**src/rtl/pipe_pkg.sv**
```systemverilog
`default_nettype none
// ============================================================================
// Module      : pipe_pkg
// Description : Shared types for the inter-stage pipeline register.
//               skid_state_t - occupancy state of the 2-entry skid buffer
//               occ_t        - entry count reported on the occupancy port
// Revision    : 1.0 - initial release
// ============================================================================
package pipe_pkg;

  typedef enum logic [1:0] {
    SK_EMPTY = 2'd0,
    SK_ONE   = 2'd1,
    SK_TWO   = 2'd2
  } skid_state_t;

  typedef logic [1:0] occ_t;

  // Number of valid entries held in each skid-buffer state.
  function automatic occ_t state_occ(input skid_state_t s);
    case (s)
      SK_ONE:  return 2'd1;
      SK_TWO:  return 2'd2;
      default: return 2'd0;
    endcase
  endfunction

endpackage
`default_nettype wire

```
**src/rtl/pipe_slot.sv**
```systemverilog
`default_nettype none
// ============================================================================
// Module      : pipe_slot
// Description : One pipeline entry: payload + control register with a valid
//               bit.
//   clk, rst    : clock (rising edge), asynchronous active-high reset
//   load_i      : capture data_i/ctrl_i and mark the entry valid
//   drop_i      : mark the entry invalid (payload/control left as is)
//   kill_i      : flush - entry invalid, control zeroed; wins over load_i
//   clr_data_i  : with kill_i, also zero the payload
//   data_i/ctrl_i : incoming payload / control
//   valid_o, data_o, ctrl_o : held entry
// Revision    : 1.0 - initial release
// ============================================================================
module pipe_slot #(
  parameter int DATA_W = 128,
  parameter int CTRL_W = 16
) (
  input  logic              clk,
  input  logic              rst,
  input  logic              load_i,
  input  logic              drop_i,
  input  logic              kill_i,
  input  logic              clr_data_i,
  input  logic [DATA_W-1:0] data_i,
  input  logic [CTRL_W-1:0] ctrl_i,
  output logic              valid_o,
  output logic [DATA_W-1:0] data_o,
  output logic [CTRL_W-1:0] ctrl_o
);

  logic              valid_q, valid_d;
  logic [DATA_W-1:0] data_q,  data_d;
  logic [CTRL_W-1:0] ctrl_q,  ctrl_d;

  always_comb begin
    valid_d = valid_q;
    data_d  = data_q;
    ctrl_d  = ctrl_q;
    if (kill_i) begin
      valid_d = 1'b0;
      ctrl_d  = '0;
      if (clr_data_i) begin
        data_d = '0;
      end
    end else if (load_i) begin
      valid_d = 1'b1;
      data_d  = data_i;
      ctrl_d  = ctrl_i;
    end else if (drop_i) begin
      valid_d = 1'b0;
    end
  end

  always_ff @(posedge clk or posedge rst) begin
    if (rst) begin
      valid_q <= 1'b0;
      data_q  <= '0;
      ctrl_q  <= '0;
    end else begin
      valid_q <= valid_d;
      data_q  <= data_d;
      ctrl_q  <= ctrl_d;
    end
  end

  assign valid_o = valid_q;
  assign data_o  = data_q;
  assign ctrl_o  = ctrl_q;

endmodule
`default_nettype wire

```
**src/rtl/pipe_stage_reg.sv**
```systemverilog
`default_nettype none
// ============================================================================
// Module      : pipe_stage_reg
// Description : Parametrised inter-stage pipeline register with valid/ready
//               handshake, flush (bubble insertion) and optional 2-entry
//               skid buffer that registers the upstream ready.
//   CLK, RST            : clock (rising edge), asynchronous active-high reset
//   in_valid/in_ready   : upstream handshake
//   in_data/in_ctrl     : upstream payload / control bundle
//   flush               : synchronous kill of all held entries
//   out_valid/out_ready : downstream handshake
//   out_data/out_ctrl   : head entry; out_ctrl is 0 whenever out_valid is 0
//   occupancy           : number of entries held
// Revision    : 1.0 - initial release
// ============================================================================
module pipe_stage_reg
  import pipe_pkg::*;
#(
  parameter int DATA_W            = 128,
  parameter int CTRL_W            = 16,
  parameter int SKID              = 1,
  parameter int CLR_DATA_ON_FLUSH = 0
) (
  input  logic              CLK,
  input  logic              RST,
  input  logic              in_valid,
  output logic              in_ready,
  input  logic [DATA_W-1:0] in_data,
  input  logic [CTRL_W-1:0] in_ctrl,
  input  logic              flush,
  output logic              out_valid,
  input  logic              out_ready,
  output logic [DATA_W-1:0] out_data,
  output logic [CTRL_W-1:0] out_ctrl,
  output occ_t              occupancy
);

  logic              w_push;
  logic              w_pop;
  logic              w_clr_data;
  logic              w_main_load;
  logic              w_main_drop;
  logic [DATA_W-1:0] w_main_data_in;
  logic [CTRL_W-1:0] w_main_ctrl_in;
  logic              w_main_valid;
  logic [DATA_W-1:0] w_main_data;
  logic [CTRL_W-1:0] w_main_ctrl;

  assign w_push     = in_valid & in_ready;
  assign w_pop      = w_main_valid & out_ready;
  assign w_clr_data = flush & (CLR_DATA_ON_FLUSH != 0);

  // The main slot is always the head of the queue.
  pipe_slot #(
    .DATA_W (DATA_W),
    .CTRL_W (CTRL_W)
  ) u_main (
    .clk        (CLK),
    .rst        (RST),
    .load_i     (w_main_load),
    .drop_i     (w_main_drop),
    .kill_i     (flush),
    .clr_data_i (w_clr_data),
    .data_i     (w_main_data_in),
    .ctrl_i     (w_main_ctrl_in),
    .valid_o    (w_main_valid),
    .data_o     (w_main_data),
    .ctrl_o     (w_main_ctrl)
  );

  generate
    if (SKID == 0) begin : g_single
      // Ready follows downstream combinationally: free, or being emptied now.
      assign in_ready       = out_ready | ~w_main_valid;
      assign w_main_load    = w_push & ~flush;
      assign w_main_drop    = w_pop & ~w_push;
      assign w_main_data_in = in_data;
      assign w_main_ctrl_in = in_ctrl;
      assign occupancy      = {1'b0, w_main_valid};
    end else begin : g_skid
      skid_state_t       state_q, state_d;
      logic              skid_load;
      logic              skid_drop;
      logic              main_sel_skid;
      logic              skid_valid;
      logic [DATA_W-1:0] skid_data;
      logic [CTRL_W-1:0] skid_ctrl;

      pipe_slot #(
        .DATA_W (DATA_W),
        .CTRL_W (CTRL_W)
      ) u_skid (
        .clk        (CLK),
        .rst        (RST),
        .load_i     (skid_load),
        .drop_i     (skid_drop),
        .kill_i     (flush),
        .clr_data_i (w_clr_data),
        .data_i     (in_data),
        .ctrl_i     (in_ctrl),
        .valid_o    (skid_valid),
        .data_o     (skid_data),
        .ctrl_o     (skid_ctrl)
      );

      always_ff @(posedge CLK or posedge RST) begin
        if (RST) begin
          state_q <= SK_EMPTY;
        end else begin
          state_q <= state_d;
        end
      end

      always_comb begin
        state_d       = state_q;
        w_main_load   = 1'b0;
        w_main_drop   = 1'b0;
        main_sel_skid = 1'b0;
        skid_load     = 1'b0;
        skid_drop     = 1'b0;
        if (flush) begin
          // Slots are killed directly; a push this cycle is discarded.
          state_d = SK_EMPTY;
        end else begin
          case (state_q)
            SK_EMPTY: begin
              if (w_push) begin
                state_d     = SK_ONE;
                w_main_load = 1'b1;
              end
            end
            SK_ONE: begin
              if (w_push && w_pop) begin
                w_main_load = 1'b1;
              end else if (w_push) begin
                state_d   = SK_TWO;
                skid_load = 1'b1;
              end else if (w_pop) begin
                state_d     = SK_EMPTY;
                w_main_drop = 1'b1;
              end
            end
            SK_TWO: begin
              // in_ready is low here, so only a pop can occur.
              if (w_pop) begin
                state_d       = SK_ONE;
                w_main_load   = 1'b1;
                main_sel_skid = 1'b1;
                skid_drop     = 1'b1;
              end
            end
            default: state_d = SK_EMPTY;
          endcase
        end
      end

      // Derived from the state register only: no path from out_ready.
      assign in_ready       = (state_q != SK_TWO);
      assign w_main_data_in = main_sel_skid ? skid_data : in_data;
      assign w_main_ctrl_in = main_sel_skid ? skid_ctrl : in_ctrl;
      assign occupancy      = skid_valid ? state_occ(SK_TWO) : state_occ(state_q);
    end
  endgenerate

  assign out_valid = w_main_valid;
  assign out_data  = w_main_data;
  // Bubbles never carry live control.
  assign out_ctrl  = w_main_valid ? w_main_ctrl : '0;

endmodule
`default_nettype wire

```
**config.mk**
```make
export PLATFORM = sky130hd
export DESIGN_NAME = pipe_stage_reg
export DESIGN_NICKNAME = d
export VERILOG_FILES = /design/src/rtl/pipe_pkg.sv /design/src/rtl/pipe_slot.sv /design/src/rtl/pipe_stage_reg.sv
export SDC_FILE = /design/constraint.sdc
export NUM_CORES = 1
export LEC_CHECK = 0
export ABC_CLOCK_PERIOD_IN_PS = 13400
export CAP_MARGIN = 20
export CORE_MARGIN = 1
export CORE_UTILIZATION = 32
export DETAILED_ROUTE_END_ITERATION = 10
export DONT_BUFFER_PORTS = 1
export PLACE_DENSITY = 0.43
export SKIP_LAST_GASP = 1
export SLEW_MARGIN = 25
export SYNTH_ARGS = -nofsm -noshare
export SYNTH_HDL_FRONTEND = slang
export SYNTH_SLANG_ARGS = --single-unit
```
**constraint.sdc**
```tcl
create_clock -name CLK -period 13.4 [get_ports CLK]
set_input_delay 2.68 -clock CLK [delete_from_list [all_inputs] [get_ports CLK]]
set_output_delay 2.68 -clock CLK [all_outputs]
set_load 0.02 [all_outputs]
```
==> flow_metrics.tcl, run 1 <==
set metrics [dict create \
    coreArea_um2 36900 \
    multi_input_area_um2 4280 \
    tightest_slew_ps 967 \
    dr.pass1.iters 5 \
    period_share_pct 39.2 \
    initial_core_util_pct 32.8 \
    crit_path_start_kind "input port" \
    cts_hold_buffers 0 \
    min_from "u_main.ctrl_o[8]$_DFFE_PP0P_" \
    ys_seq_elements 292 \
    netlist_instances 848 \
    drv_slew 0 \
    seqCellArea_um2 7310 \
    path_clk_slew_ps 60 \
    critPathRequiredTime_ps 13840 \
    ioPinCount 297 \
    synthesis.nets 997 \
    postCtsResizedCells 0 \
    relSlewSlack_pct 35.6 \
    leakage_nw 6.25 \
    mappedNetlistArea_um2 12100 \
    routabilityCongestion 0.736 \
    rsz0062_at_grt "false" \
    r2r_start "u_main.valid_o$_DFFE_PP0P_" \
    numCtsBuffers 34 \
    synth_cell_types 33 \
    grt_pass1_wl_mm 48.9 \
    worst-setup-path-type "in2reg" \
    grt_pass1_vias 7769 \
    num-nets-final 963 \
    rows 70 \
    min_path_type "reg2reg" \
    cts_tree "yes" \
    die-area_um2 38600 \
    finClkSkew_ps 11.8 \
    clock_sinks 292 \
    n_antenna_cell 0 \
    fin_hold_ws_ps 477 \
    die_x_um 196 \
    drt_wl_total_mm 31.6 \
    via_count 7403 \
    cts_root_buffer "clkbuf_16" \
    drv_cap 0 \
    htreeDepth 2 \
    setup_slack_ps 8140 \
    layout_min_cycle_time_ps 5260 \
    cp-end-kind "flop" \
    clk_latency_ps 510 \
    die_h_um 196 \
    antenna_found_initial 0 \
    power.density_nw_per_um2 200 \
    post_cts_buffers 0 \
    wl_per_cell_um 23.5 \
    fmax_ghz 0.190 \
    grt_max_degree 119 \
    setup_viol 0 \
    crit_start "flush" \
    yosysSeqAreaShare_pct 60.4 \
    port_buffers 0 \
    pre_cts_ws_ps 7660 \
    run_status "finished, final reports clean" \
    peakVddDrop_mv 0.0975 \
    cts_buffer_depth 3 \
    nFillCells 3497 \
    fin_tns_setup_ps 0 \
    drtIter0Drc 441 \
    yosys_warnings 0 \
    p_total_mw 2.70 \
    overflow 0 \
    drive_gt1_share_pct 24.2 \
    drtAntennaViolNets 0 \
    syn_to_final_growth_pct 11.4 \
    drcViolationCount 0 \
    dp_hpwl_mm 19.2 \
    crit_fanout 78 \
    postSynthAreaPerCell_um2 14.3 \
    grt_usage_pct 16.2 \
    cp.arrival_ps 5700 \
    finalHoldViolCount 0 \
    fin_util_pct 36.6 \
    vias_per_cell 5.52 \
]
layout by cell type, fill, tap and decap left out, types with 6 or more instances in the layout:
cell,Yosys,routed
clkbuf_16,0,37
mux2_2,128,128
mux2i_1,16,16
clkbuf_8,0,10
dfrtp_1,292,292
buf_4,15,10
a221o_1,128,128
o2bb2ai_1,16,16
and2_1,16,16
clkbuf_1,32,6
and3_1,128,128
clkinv_2,0,6
a22o_1,16,16
logic make-up (layout without fill, tap and decap cells):
family          after synthesis  in the layout  synth area share [%]
mux                         144            144                  13.2
buf+inv                      83             73                  4.37
compound gates              168            168                  13.6
simple gates                160            160                  8.34
xor+xnor                      1              1                0.0724
flops                       292            292                  60.4
registers in the layout (all words and copies together) (netlist names):
register and flops:
g_skid.state_q 2, g_skid.u_skid.ctrl_o 16, g_skid.u_skid.data_o 128, g_skid.u_skid.valid_o 1, u_main.ctrl_o 16, u_main.data_o 128, u_main.valid_o 1
report_power, final:
part	internal [mW]	switching (mW)
logic	0.205	0.130
registers	1.14	0.274
clock network	0.594	0.360
total	1.94	0.763
per-layer routing:
layer,vias up,share of wire (%),GRT usage [%]
met5,-,0,0
met4,0,2.6,5.67
met3,49,8.7,5.77
met2,275,47,25.3
met1,3868,42,20.7
li1,3211,-,-
synth_stat cells (all sizes together):
cell type	number	share of area [%]
and3	128	6.6
inv	2	0.062
o31ai	1	0.062
and2	17	0.90
nor2b	1	0.052
a21bo	1	0.083
a22o	16	1.2
a211oi	1	0.17
nor3	1	0.041
xor2	1	0.072
buf	49	3.3
a221o	128	11
nor3b	3	0.23
nand2b	2	0.10
a21oi	1	0.041
dfrtp	292	60
mux2i	16	1.3
nand3b	2	0.12
nand4b	1	0.072
a22oi	1	0.18
a31o	1	0.072
nand2	2	0.062
and4b	1	0.083
a221oi	1	0.072
a31oi	1	0.052
o2bb2ai	16	1.2
clkbuf	32	0.99
mux2	128	12
nor2	2	0.062
stage by stage:
step,instance area (um^2),std cells
after floorplan,12100,848
after global placement,12300,1282
after detailed placement,12300,1282
after CTS,13500,1342
after global routing,13500,1342
final,13500,1342
path summary, 6_finish.rpt:
check | to | slack, ps | cells past startpoint
max | u_main.data_o[96]$_DFFE_PP0P_ | 8140 | 5
min | u_main.ctrl_o[8]$_DFFE_PP0P_ | 480 | 1
max reg2reg | u_main.data_o[96]$_DFFE_PP0P_ | 9840 | 5
min reg2reg | u_main.ctrl_o[8]$_DFFE_PP0P_ | 480 | 1
max in group asynchronous | g_skid.u_skid.data_o[76]$_DFFE_PP0P_ | 9220 | 3
min in group asynchronous | g_skid.u_skid.data_o[25]$_DFFE_PP0P_ | 2180 | 1
cell type report:
type	instances	area share (%)
Inverter	2	0.121
Timing Repair Buffer	11	0.640
Clock inverter	7	0.631
Sequential cell	292	54.2
Multi-Input combinational cell	473	31.7
Tap cell	504	4.67
Clock buffer	53	8.05
critical path: stages:
cell	delay, ps
clkinv_2	600
a22oi_4	430
buf_4	660
buf_4	810
a221o_1	280
(Power assumes the default switching activity.)
==> run 2, diff against run 1 <==
Settings changed: ABC_CLOCK_PERIOD_IN_PS 13400 to 5300.
Clock period 13.4 ns to 5.3 ns, I/O delays scaled along.
==> flow_metrics.tcl, run 2 (synthesis results as in run 1) <==
set metrics [dict create \
    antenna_found_initial 0 \
    cts_root_buffer "clkbuf_16" \
    htreeDepth 2 \
    leakage_nw 6.28 \
    final_common_cell "dfrtp_1" \
    numCtsBuffers 35 \
    crit_path_start_kind "flop" \
    cp_cell_sequence "and4b_4 -> buf_12 -> a22oi_4 -> buf_4 -> buf_16 -> a221o_1" \
    finalHoldViolCount 0 \
    die_h_um 196 \
    postCtsResizedCells 0 \
    drv_cap 0 \
    die-area_um2 38600 \
    wl_per_cell_um 23.5 \
    num-nets-final 966 \
    final_area_um2 13600 \
    coreArea_um2 36900 \
    layout_min_cycle_time_ps 3170 \
    cts_buffer_depth 3 \
    crit_fanout 50 \
    via_count 7417 \
    post_cts_buffers 0 \
    reg2regPathDepth 6 \
    cts_hold_buffers 0 \
    rsz0062_at_grt "false" \
    min_path_type "reg2reg" \
    cts_tree "yes" \
    worst-setup-path-type "reg2reg" \
    cp_slowest_cell "dfrtp_1" \
    clock_sinks 292 \
    path_clk_slew_ps 60 \
    period_share_pct 59.8 \
    finClkSkew_ps 10.7 \
    grt_max_degree 154 \
    cpPeakStageDelay_ps 910 \
    power.density_nw_per_um2 508 \
    pre_cts_ws_ps 2070 \
    grt_pass1_wl_mm 49.4 \
    port_buffers 0 \
    fin_hold_ws_ps 476 \
    relSlewSlack_pct 35.5 \
    overflow 0 \
    fin_tns_setup_ps 0 \
    die_x_um 196 \
    grt_use_met1_pct 20.2 \
    critPathRequiredTime_ps 5710 \
    dp_cells 1283 \
    grt.busiest_layer "met2" \
    clk_latency_ps 530 \
    vias_per_cell 5.51 \
    drive_gt1_share_pct 24.3 \
    whs_path_depth 1 \
    final_cell_count_no_fill 1347 \
    cp.arrival_ps 3580 \
    dr.pass1.iters 4 \
    drv_slew 0 \
    layout_common_cells "292 x dfrtp_1, 128 x and3_1, 128 x a221o_1, 128 x mux2_2, 37 x clkbuf_16" \
    run_status "finished, final reports clean" \
    setup_slack_ps 2130 \
    initial_core_util_pct 32.8 \
    grtUsageMet3_pct 6.55 \
    grt_usage_pct 16.4 \
    grt_pass1_vias 7838 \
    cp-end-kind "flop" \
    grtUsageMet2_pct 25.6 \
    drt_wl_total_mm 31.7 \
    routabilityCongestion 0.737 \
    rows 70 \
    drcViolationCount 0 \
    placed_area_um2 12400 \
    nFillCells 3498 \
    setup_viol 0 \
    tightest_slew_ps 968 \
    drtIter0Drc 401 \
    fmax_ghz 0.316 \
    peakVddDrop_mv 0.223 \
    ioPinCount 297 \
    dp_hpwl_mm 19.2 \
    drtAntennaViolNets 0 \
    syn_to_final_growth_pct 12.3 \
]
## run 2: power breakdown
group / internal, mW / leakage [nW] / switching (mW)
logic: 0.523 / 2.07 / 0.327
clock network: 1.55 / 0.593 / 0.934
registers: 2.88 / 3.62 / 0.690
total: 4.95 / 6.28 / 1.95
## run 2: per-stage QoR
| step | total power [mW] | util (%) |
|---|---|---|
| after floorplan | 4.20 | - |
| after global placement | 4.40 | 33.5 |
| after detailed placement | 4.47 | 33.5 |
| after CTS | 7.02 | 36.8 |
| after global routing | 7.25 | 36.9 |
| final | 6.90 | 36.9 |
## run 2: layout make-up
| class | instances | area (um^2) | area share, % |
|---|---|---|---|
| Inverter | 2 | 12.5 | 0.0920 |
| Timing Repair Buffer | 13 | 168 | 1.23 |
| Antenna cell | 1 | 2.50 | 0.0184 |
| Clock inverter | 11 | 159 | 1.17 |
| Tap cell | 504 | 631 | 4.64 |
| Clock buffer | 51 | 1040 | 7.64 |
| Multi-Input combinational cell | 473 | 4280 | 31.5 |
| Sequential cell | 292 | 7310 | 53.7 |
## run 2: final timing paths
kind	start	endpoint	slack, ps
min	u_main.ctrl_o[13]$_DFFE_PP0P_	u_main.ctrl_o[13]$_DFFE_PP0P_	480
max reg2reg	u_main.valid_o$_DFFE_PP0P_	u_main.data_o[14]$_DFFE_PP0P_	2130
max	u_main.valid_o$_DFFE_PP0P_	u_main.data_o[14]$_DFFE_PP0P_	2130
max in group asynchronous	RST	u_main.data_o[32]$_DFFE_PP0P_	3890
min reg2reg	u_main.ctrl_o[13]$_DFFE_PP0P_	u_main.ctrl_o[13]$_DFFE_PP0P_	480
min in group asynchronous	RST	u_main.ctrl_o[0]$_DFFE_PP0P_	600
## run 2: worst max-delay path, delay by kind of cell, from the launching register on
family / cells / cell delay (ps)
flip-flops: 1 / 910
buffers and inverters: 3 / 850
AND/OR/NAND/NOR: 1 / 770
AO/OA/AOI/OAI: 2 / 410
## run 2: metal layers
metal / vias up / routed length [um] / part of all wire (%)
li1: 3216 / - / -
met1: 3900 / 12900 / 41
met2: 261 / 14900 / 47
met3: 40 / 3170 / 10
met4: 0 / 653 / 2.1
met5: - / 0 / 0
